[config.mk]
export PLATFORM = sky130hd
export DESIGN_NAME = tx_symbol_scheduler_flat
export DESIGN_NICKNAME = d
export VERILOG_FILES = /design/src/rtl/pcie_phy_pkg.sv /design/src/rtl/tx_symbol_scheduler_if.sv /design/src/rtl/tx_os_rom.sv /design/src/rtl/tx_symbol_scheduler.sv /design/src/flat_wrapper.sv
export SDC_FILE = /design/constraint.sdc
export NUM_CORES = 1
export LEC_CHECK = 0
export CAP_MARGIN = 25
export CORE_UTILIZATION = 50
export DETAILED_ROUTE_END_ITERATION = 10
export GPL_TIMING_DRIVEN = 0
export PLACE_DENSITY = 0.83
export SYNTH_ARGS = -nofsm -noshare
export SYNTH_HDL_FRONTEND = slang
export SYNTH_SLANG_ARGS = --single-unit
[constraint.sdc]
create_clock -name clk -period 1.75 [get_ports clk]
set_input_delay 0.175 -clock clk [delete_from_list [all_inputs] [get_ports clk]]
set_output_delay 0.175 -clock clk [all_outputs]
set_load 0.01 [all_outputs]
[src/rtl/pcie_phy_pkg.sv]
// Shared PCIe PHY transmit definitions: symbol codes, scheduler state and ts_sel encodings.
package pcie_phy_pkg;

  localparam int unsigned SYM_W   = 8;
  localparam int unsigned IDX_W   = 4;
  localparam int unsigned SKP_LEN = 4;
  localparam int unsigned TS_LEN  = 16;

  localparam logic [SYM_W-1:0] SYM_COM     = 8'hBC;
  localparam logic [SYM_W-1:0] SYM_SKP     = 8'h1C;
  localparam logic [SYM_W-1:0] SYM_PAD     = 8'hF7;
  localparam logic [SYM_W-1:0] SYM_TS1_ID  = 8'h4A;
  localparam logic [SYM_W-1:0] SYM_TS2_ID  = 8'h45;
  localparam logic [SYM_W-1:0] SYM_IDLE    = 8'h00;
  localparam logic [SYM_W-1:0] SYM_TS_CTRL = 8'h00;

  localparam logic [1:0] ST_IDLE = 2'd0;
  localparam logic [1:0] ST_DATA = 2'd1;
  localparam logic [1:0] ST_SKP  = 2'd2;
  localparam logic [1:0] ST_TS   = 2'd3;

  localparam logic [1:0] TS_SEL_NONE = 2'b00;
  localparam logic [1:0] TS_SEL_TS1  = 2'b01;
  localparam logic [1:0] TS_SEL_TS2  = 2'b10;

  typedef enum logic [1:0] {
    OS_SKP = 2'd0,
    OS_TS1 = 2'd1,
    OS_TS2 = 2'd2
  } os_type_e;

  typedef struct packed {
    logic             k;
    logic [SYM_W-1:0] data;
  } tx_sym_t;

  // 2'b11 is reserved and behaves like "no training set"
  function automatic logic ts_sel_active(input logic [1:0] sel);
    return (sel == TS_SEL_TS1) || (sel == TS_SEL_TS2);
  endfunction

endpackage

[src/rtl/tx_symbol_scheduler_if.sv]
// Link-layer to scheduler symbol handshake.
interface tx_symbol_scheduler_if;
  import pcie_phy_pkg::*;

  logic [SYM_W-1:0] tx_data;
  logic             tx_datak;
  logic             tx_valid;
  logic             tx_ready;

  modport master (output tx_data, output tx_datak, output tx_valid, input  tx_ready);
  modport slave  (input  tx_data, input  tx_datak, input  tx_valid, output tx_ready);
endinterface

[src/rtl/tx_os_rom.sv]
// Combinational ordered-set symbol table: (set type, symbol index) -> {K flag, symbol}.
module tx_os_rom
  import pcie_phy_pkg::*;
#(
  parameter logic [SYM_W-1:0] N_FTS   = 8'h20,
  parameter logic [SYM_W-1:0] RATE_ID = 8'h02
) (
  input  os_type_e         os_type,
  input  logic [IDX_W-1:0] idx,
  output tx_sym_t          sym_c
);

  always_comb begin
    sym_c = '{k: 1'b0, data: SYM_IDLE};
    if (os_type == OS_SKP) begin
      sym_c = '{k: 1'b1, data: (idx == '0) ? SYM_COM : SYM_SKP};
    end else begin
      case (idx)
        4'd0:       sym_c = '{k: 1'b1, data: SYM_COM};
        4'd1, 4'd2: sym_c = '{k: 1'b1, data: SYM_PAD};
        4'd3:       sym_c = '{k: 1'b0, data: N_FTS};
        4'd4:       sym_c = '{k: 1'b0, data: RATE_ID};
        4'd5:       sym_c = '{k: 1'b0, data: SYM_TS_CTRL};
        default:    sym_c = '{k: 1'b0, data: (os_type == OS_TS2) ? SYM_TS2_ID : SYM_TS1_ID};
      endcase
    end
  end

endmodule

[src/rtl/tx_symbol_scheduler.sv]
// Per-lane transmit scheduler in front of the 8b/10b encoder: picks data, idle, SKP or TS1/TS2
// symbols each lane cycle and closes the running-disparity loop through the encoder.
module tx_symbol_scheduler
  import pcie_phy_pkg::*;
#(
  parameter int unsigned      SKP_INTERVAL = 1180,
  parameter int unsigned      SKP_CNT_W    = 11,
  parameter logic [SYM_W-1:0] N_FTS        = 8'h20,
  parameter logic [SYM_W-1:0] RATE_ID      = 8'h02
) (
  input  logic                clk,
  input  logic                rst,
  input  logic                lane_en,
  tx_symbol_scheduler_if.slave link,
  input  logic [1:0]          ts_sel,
  output logic                ts_sent,
  output logic                skp_sent,
  output logic [SYM_W-1:0]    enc_data,
  output logic                enc_is_kcode,
  output logic                enc_en,
  output logic                enc_rd_prev,
  input  logic                enc_rd_next
);

  logic [1:0]           state, state_nxt;
  logic [IDX_W-1:0]     idx, idx_nxt;
  os_type_e             os_type, os_type_nxt;
  logic [SKP_CNT_W-1:0] skp_cnt, skp_cnt_nxt;
  logic                 rd_seeded;
  tx_sym_t              sym_nxt;
  logic                 ts_sent_nxt, skp_sent_nxt;
  logic                 at_boundary, skp_pending, ts_req, count_sym;
  os_type_e             rom_type;
  logic [IDX_W-1:0]     rom_idx;
  tx_sym_t              rom_sym_c;

  assign at_boundary   = (state == ST_IDLE) || (state == ST_DATA);
  assign skp_pending   = (skp_cnt == SKP_CNT_W'(SKP_INTERVAL - 1));
  assign ts_req        = ts_sel_active(ts_sel);
  assign link.tx_ready = ~rst & lane_en & at_boundary & ~skp_pending & ~ts_req;
  assign enc_rd_prev   = rd_seeded ? enc_rd_next : 1'b0;

  // At a boundary the table is addressed for the set about to start, otherwise for the set in flight
  always_comb begin
    rom_type = os_type;
    rom_idx  = idx;
    if (at_boundary) begin
      rom_idx = '0;
      if (skp_pending)               rom_type = OS_SKP;
      else if (ts_sel == TS_SEL_TS2) rom_type = OS_TS2;
      else                           rom_type = OS_TS1;
    end
  end

  tx_os_rom #(
    .N_FTS   (N_FTS),
    .RATE_ID (RATE_ID)
  ) u_os_rom (
    .os_type (rom_type),
    .idx     (rom_idx),
    .sym_c   (rom_sym_c)
  );

  always_comb begin
    state_nxt    = state;
    idx_nxt      = idx;
    os_type_nxt  = os_type;
    skp_cnt_nxt  = skp_cnt;
    sym_nxt      = '{k: 1'b0, data: SYM_IDLE};
    ts_sent_nxt  = 1'b0;
    skp_sent_nxt = 1'b0;
    count_sym    = 1'b0;

    if (!lane_en) begin
      state_nxt = ST_IDLE;
      idx_nxt   = '0;
    end else begin
      case (state)
        ST_SKP: begin
          sym_nxt = rom_sym_c;
          if (idx == IDX_W'(SKP_LEN - 1)) begin
            state_nxt    = ST_IDLE;
            idx_nxt      = '0;
            skp_sent_nxt = 1'b1;
          end else begin
            idx_nxt = idx + IDX_W'(1);
          end
        end
        ST_TS: begin
          sym_nxt   = rom_sym_c;
          count_sym = 1'b1;
          if (idx == IDX_W'(TS_LEN - 1)) begin
            state_nxt   = ST_IDLE;
            idx_nxt     = '0;
            ts_sent_nxt = 1'b1;
          end else begin
            idx_nxt = idx + IDX_W'(1);
          end
        end
        default: begin
          // Boundary priority: pending SKP, then training set, then link data, then idle
          if (skp_pending) begin
            sym_nxt     = rom_sym_c;
            state_nxt   = ST_SKP;
            idx_nxt     = IDX_W'(1);
            os_type_nxt = rom_type;
            skp_cnt_nxt = '0;
          end else if (ts_req) begin
            sym_nxt     = rom_sym_c;
            state_nxt   = ST_TS;
            idx_nxt     = IDX_W'(1);
            os_type_nxt = rom_type;
            count_sym   = 1'b1;
          end else if (link.tx_valid) begin
            sym_nxt   = '{k: link.tx_datak, data: link.tx_data};
            state_nxt = ST_DATA;
            count_sym = 1'b1;
          end else begin
            state_nxt = ST_IDLE;
            count_sym = 1'b1;
          end
        end
      endcase
      if (count_sym && !skp_pending) skp_cnt_nxt = skp_cnt + SKP_CNT_W'(1);
    end
  end

  always_ff @(posedge clk or posedge rst) begin
    if (rst) begin
      state        <= ST_IDLE;
      idx          <= '0;
      os_type      <= OS_SKP;
      skp_cnt      <= '0;
      rd_seeded    <= 1'b0;
      enc_data     <= '0;
      enc_is_kcode <= 1'b0;
      enc_en       <= 1'b0;
      ts_sent      <= 1'b0;
      skp_sent     <= 1'b0;
    end else begin
      state        <= state_nxt;
      idx          <= idx_nxt;
      os_type      <= os_type_nxt;
      skp_cnt      <= skp_cnt_nxt;
      rd_seeded    <= rd_seeded | enc_en;
      enc_data     <= sym_nxt.data;
      enc_is_kcode <= sym_nxt.k;
      enc_en       <= lane_en;
      ts_sent      <= ts_sent_nxt;
      skp_sent     <= skp_sent_nxt;
    end
  end

endmodule

[src/flat_wrapper.sv]
// flat-port wrapper written by rule: the top's interface ports become plain ports
module tx_symbol_scheduler_flat import pcie_phy_pkg::*;
#(
  parameter int unsigned      SKP_INTERVAL = 1180,
  parameter int unsigned      SKP_CNT_W    = 11,
  parameter logic [SYM_W-1:0] N_FTS        = 8'h20,
  parameter logic [SYM_W-1:0] RATE_ID      = 8'h02
)
  (clk, rst, lane_en, ts_sel, ts_sent, skp_sent, enc_data, enc_is_kcode, enc_en, enc_rd_prev, enc_rd_next, link_tx_data, link_tx_datak, link_tx_valid, link_tx_ready);
  tx_symbol_scheduler_if link_i ();
  input  logic clk;
  input  logic rst;
  input  logic lane_en;
  input  logic [1:0] ts_sel;
  output logic ts_sent;
  output logic skp_sent;
  output logic [SYM_W-1:0] enc_data;
  output logic enc_is_kcode;
  output logic enc_en;
  output logic enc_rd_prev;
  input  logic enc_rd_next;
  input wire logic [$bits(link_i.tx_data)-1:0] link_tx_data;
  input wire logic [$bits(link_i.tx_datak)-1:0] link_tx_datak;
  input wire logic [$bits(link_i.tx_valid)-1:0] link_tx_valid;
  output wire logic [$bits(link_i.tx_ready)-1:0] link_tx_ready;
  assign link_i.tx_data = link_tx_data;
  assign link_i.tx_datak = link_tx_datak;
  assign link_i.tx_valid = link_tx_valid;
  assign link_tx_ready = link_i.tx_ready;
  tx_symbol_scheduler #(.SKP_INTERVAL(SKP_INTERVAL), .SKP_CNT_W(SKP_CNT_W), .N_FTS(N_FTS), .RATE_ID(RATE_ID)) u_core (.clk(clk), .rst(rst), .lane_en(lane_en), .link(link_i), .ts_sel(ts_sel), .ts_sent(ts_sent), .skp_sent(skp_sent), .enc_data(enc_data), .enc_is_kcode(enc_is_kcode), .enc_en(enc_en), .enc_rd_prev(enc_rd_prev), .enc_rd_next(enc_rd_next));
endmodule
# After elaboration in Yosys (flattened, before gate mapping)
# Index checks and enable logic that the tools add are counted.
# word_totals
register_bits	32
input_bits	16
out_inout_bits	14
word_cells	94
# op_classes
n_addsub	2
eq_ne	18
mux	41
n_bitwise	9
reduce_logical	14
# ops
op	count
$mux 9	6
$pmux 9 s5	1
$mux 11	3
$mux 4	7
$mux 2	10
$eq 4x2->1 const B	3
$add 11x1->11 const B	1
$eq 11x11->1 const B	1
$mux 1	10
$eq 2x2->1 const B	4
$eq 4x3->1 const B	2
$mux 8	1
$pmux 4 s2	1
$ne 3x2->1 const B	2
$reduce_and 3->1	2
$ne 5x1->1 const B	1
$add 4x1->4 const B	1
$and 1x1->1	4
$eq 2x1->1 const B	2
$eq 4x1->1 const B	1
$eq 4x4->1 const B	1
$logic_not 2->1	2
$logic_not 4->1	1
$not 1->1	4
other kinds (10)	13

# Depth between registers and ports, before layout
# depth
word_depth	12
ltp_mapped	6
mapped_depth_nobuf	6

# By module
# A second synthesis with hierarchy kept.
# unflattened
cells_unflattened	192
hier_area_um2	1808.0
# modules_own_cells
mod	instances	cells_each	area_per_inst_um2	seq_area_each_um2
tx_symbol_scheduler	1	167	1645.3	800.8
tx_os_rom	1	25	162.7	0.0

# Worst setup path before layout
# OpenSTA, ideal clock, no wires.
# synth_timing
path_kind	reg-to-reg
from	reg u_core.skp_cnt[0]
to	reg u_core.enc_data[3]
setup_ps	119
arrival_ps	1500
t_required_ps	1631
slack_ps	131
path_stages_with_launch	6
n_path_buf	0
synth_period_minus_slack_ps	1619
cell_sequence	dfrtp_1 -> ha_1 -> and4bb_1 -> a311oi_2 -> a21oi_1 -> o21a_1
# synth_rtl
item	line	text
from (decl)	tx_symbol_scheduler.sv:28	logic [SKP_CNT_W-1:0] skp_cnt, skp_cnt_nxt;
from (signal assigned)	tx_symbol_scheduler.sv:144	skp_cnt <= skp_cnt_nxt;
to (signal assigned)	tx_symbol_scheduler.sv:146	enc_data <= sym_nxt.data;
to (decl)	tx_symbol_scheduler.sv:18	output logic [SYM_W-1:0] enc_data,

# Worst setup path in the final report
# layout_timing
from	reg u_core.skp_cnt[1]
to	reg u_core.idx[3]
# layout_between
elab_chain_cells	4
word_cells_on_any_way	5
cone_classes	eq/ne (2); mux (3)
# layout_lines
item	line	text
$eq 11x11->1 *	tx_symbol_scheduler.sv:38	assign skp_pending = (skp_cnt == SKP_CNT_W'(SKP_INTERVAL - 1));
$mux 4	tx_symbol_scheduler.sv:102	if (skp_pending) begin
$pmux 4 s2	tx_symbol_scheduler.sv:78	case (state)
$mux 4	tx_symbol_scheduler.sv:74	if (!lane_en) begin
to (signal assigned)	tx_symbol_scheduler.sv:142	idx <= idx_nxt;
to (decl)	tx_symbol_scheduler.sv:26	logic [IDX_W-1:0] idx, idx_nxt;
# Mark *: on every way between the ends. The rest lies on a longest branch, timed or not.
# A chain may end at the register's enable or synchronous reset.

==> impl_metrics.py <==
metrics = {
    "setup_path": {
        "worst-path-max-fanout": 4,
        "worstPathArrival_ns": 2.08,
        "cp.required_ns": 1.98,
        "setup.worst_path.class": "flip-flop to flip-flop",
        "critPathLaunchType": "flip-flop",
        "cp-end-kind": "flip-flop",
    },
    "routing": {
        "drtIter0Drc": 145,
        "vias": 1705,
        "finalWirelength_um": 4850,
        "post_drt_wl_per_cell_um": 18.1,
        "ant_nets": 0,
        "viasPerCell": 6.36,
        "drt_first_pass_iters": 6,
        "route.detailed.drc": 0,
    },
    "timing": {
        "post-route-period-util_pct": 106,
        "hold_viol": 0,
        "rsz0062_at_grt": "true",
        "setup_tns_ns": -0.575,
        "setup_viol": 10,
        "fmax_mhz": 540,
        "fin_ws_ns": -0.103,
        "worst_pin_slew_ns": 0.693,
        "slew_headroom_pct": 53.7,
        "worst_clock_skew_ns": 0.00768,
        "fin_crit_ns": 1.85,
        "drv_slew": 0,
    },
    "floorplanning": {
        "fp.dieArea_mm2": 0.00363,
        "fp.dieW_um": 60.3,
        "rows": 20,
        "initial_core_util_pct": 54.2,
        "core-area_mm2": 0.00313,
        "die_h_um": 60.3,
        "ios": 30,
    },
    "synth": {
        "synth_seq_area_share_pct": 47.2,
        "async_flop_share_pct": 100,
        "synth_warnings": 0,
        "synth_edf_count": 0,
        "synth-main-ff-cell": "dfrtp_1",
        "synth_cell_types": 42,
        "syn_avg_cell_area_um2": 9.81,
        "synthCells": 173,
        "synth_seq_cells": 32,
        "synth.cell_area_mm2": 0.00170,
        "synth_nets": 192,
    },
    "min_path": {
        "hold_path_class": "input port to asynchronous set/reset pin",
    },
    "cts": {
        "cts_tree": "built",
        "htree_num_levels": 2,
        "hold_buffers": 0,
        "cts_made_buffers": 5,
        "clockRootBuffer": "clkbuf_4",
        "max-clock-path-buffers": 2,
        "path_clk_slew_ns": 0.11,
        "clk-insertion-delay-late_ns": 0.34,
        "cts_num_sinks": 32,
    },
    "grt": {
        "grt_pass1_wl_um": 7070,
        "grt_pass1_vias": 1583,
        "grt_start_max_net_pins": 18,
        "antenna_found_initial": 0,
        "overflow": 0,
        "grt_usage_pct": 27.0,
    },
    "status": {
        "violations": "negative setup slack",
        "outcome": "finished, violations left",
    },
    "cells_and_area": {
        "fillCellCount": 208,
        "antenna_cells": 0,
        "multi_input_area_um2": 870,
        "drive_gt1_share_pct": 21.0,
        "postLayoutCoreUtil_pct": 72.8,
        "ff_latch_area_um2": 802,
        "nNetsFinal": 242,
        "areaGrowthSynthToFinish_pct": 34.3,
    },
    "pwr": {
        "p_leak_nw": 1.01,
        "total_power_mw": 2.03,
        "powerDensity_mw_per_mm2": 892,
        "ir_drop_mv": 0.573,
    },
    "place": {
        "gp_congestion": 0.852,
        "hpwl_um": 3010,
        "io_buffers": 29,
        "dp_slack_ns": -0.467,
    },
    "run": {
        "drv_cap": 0,
    },
}
-- what timing repair did --
item	in CTS	in global routing
setup endpoints to repair	7	16
pin swaps	3	3
gates cloned	0	0
gates resized for setup	10	9
buffers inserted	8	5
-- layout by cell type (no fill, tap or decap), drive strengths merged, types with 2 or more instances in the layout --
cell type      instances
o21ai                 11
a21o                   2
a32o                   3
a22o                   3
a21oi                 10
or3                    2
nor2                  12
nand4                  7
dfrtp                 32
and2                   3
o22ai                  2
clkdlybuf4s50         28
or2                    2
nand3                  9
clkbuf                10
nor3                   2
o211ai                 4
nand2                 14
buf                   20
clkinv                 2
xnor2                  6
o221a                  2
ha                     3
nor2b                  2
inv                    7
and3                   8
and4                   2
a211oi                 2
nand2b                 3
-- routing by layer --
metal	routed length (µm)	track usage (%)
met5	0	0
met3	412	6.93
met2	2350	44.3
met4	231	17.9
met1	1860	30.6
-- worst paths after layout --
path | start | end | slack [ns] | cells past startpoint
min in group clk | lane_en | u_core.enc_en$_DFF_PP0_ | 0.38 | 1
worst min-delay path | rst | u_core.enc_data[3]$_DFF_PP0_ | 0.30 | 2
worst min register to register | u_core.enc_en$_DFF_PP0_ | u_core.rd_seeded$_DFF_PP0_ | 0.47 | 1
max in group asynchronous | rst | u_core.skp_cnt[8]$_DFFE_PP0P_ | 0.92 | 3
worst max-delay path | u_core.skp_cnt[1]$_DFFE_PP0P_ | u_core.idx[3]$_DFFE_PP0P_ | -0.10 | 7
worst max register to register | u_core.skp_cnt[1]$_DFFE_PP0P_ | u_core.idx[3]$_DFFE_PP0P_ | -0.10 | 7
-- layout make-up --
class | instances | area share, %
clock buffers | 6 | 2.25
clock inverters | 2 | 0.439
flip-flops and latches | 32 | 35.2
inverters | 7 | 1.15
well taps | 44 | 2.42
multi-input cells | 125 | 38.2
plain buffers | 9 | 2.36
repair buffers | 43 | 18.0
-- cells in the mapped netlist, types with 2 or more instances --
cell / count / area [µm²]
o221a_2: 2 / 22.5
nor2b_1: 2 / 12.5
inv_1: 7 / 26.3
or2_2: 2 / 12.5
nand3_1: 8 / 40.0
o21ai_0: 10 / 50.1
ha_1: 3 / 37.5
buf_2: 4 / 20.0
dfrtp_1: 32 / 801
nand4_1: 6 / 37.5
o22ai_1: 2 / 12.5
nor2_1: 12 / 45.0
and3_1: 8 / 50.1
and4_1: 2 / 17.5
or3_1: 2 / 12.5
a22o_1: 3 / 26.3
nand2_1: 14 / 52.6
a21o_1: 2 / 15.0
a211oi_1: 2 / 15.0
and2_1: 3 / 18.8
a21oi_1: 10 / 50.1
clkbuf_1: 4 / 15.0
nor3_1: 2 / 10.0
o211ai_1: 4 / 30.0
xnor2_1: 6 / 52.6
a32o_1: 3 / 30.0
nand2b_1: 3 / 18.8
-- sequential cells by signal, indices dropped and copies added (netlist names), 2 cells and up --
| register | cells |
|---|---|
| u_core.enc_data | 8 |
| u_core.idx | 4 |
| u_core.skp_cnt | 11 |
| u_core.state | 2 |
| u_core.os_type | 2 |
-- critical path, cell delays in order, from the launching register on --
cell      delay, ns
dfrtp_1        0.38
ha_2           0.19
and4bb_1       0.25
nand3_2        0.11
buf_4          0.16
buf_4          0.15
and3_1         0.20
a211o_1        0.30
-- per-stage QoR --
| stage | hold WS [ns] | instance area [µm²] | cells |
|---|---|---|---|
| finish | 0.300 | 2280 | 268 |
| global route | 0.359 | 2280 | 268 |
| CTS | 0.292 | 2210 | 263 |
| detailed placement | 0.448 | 2070 | 247 |
| global placement | 0.445 | 2040 | 246 |
| floorplan | 0.206 | 1700 | 173 |
-- cell families (layout without fill, tap and decap cells) --
| group | Yosys count | in the layout | share of synthesized area (%) |
|---|---|---|---|
| simple gates | 69 | 69 | 23.6 |
| flops | 32 | 32 | 47.2 |
| buf+inv | 16 | 67 | 4.28 |
| compound gates | 45 | 45 | 18.4 |
| xor+xnor | 7 | 7 | 3.61 |
| mux | 1 | 1 | 0.664 |
| fa+ha+maj | 3 | 3 | 2.21 |
-- report_power, final --
| part | switching, mW | leakage (nW) | internal, mW | total [mW] |
|---|---|---|---|---|
| registers | 0.105 | 0.413 | 0.842 | 0.947 |
| logic | 0.315 | 0.562 | 0.310 | 0.625 |
| clock network | 0.269 | 0.0380 | 0.191 | 0.460 |
(Power assumes the default switching activity.)
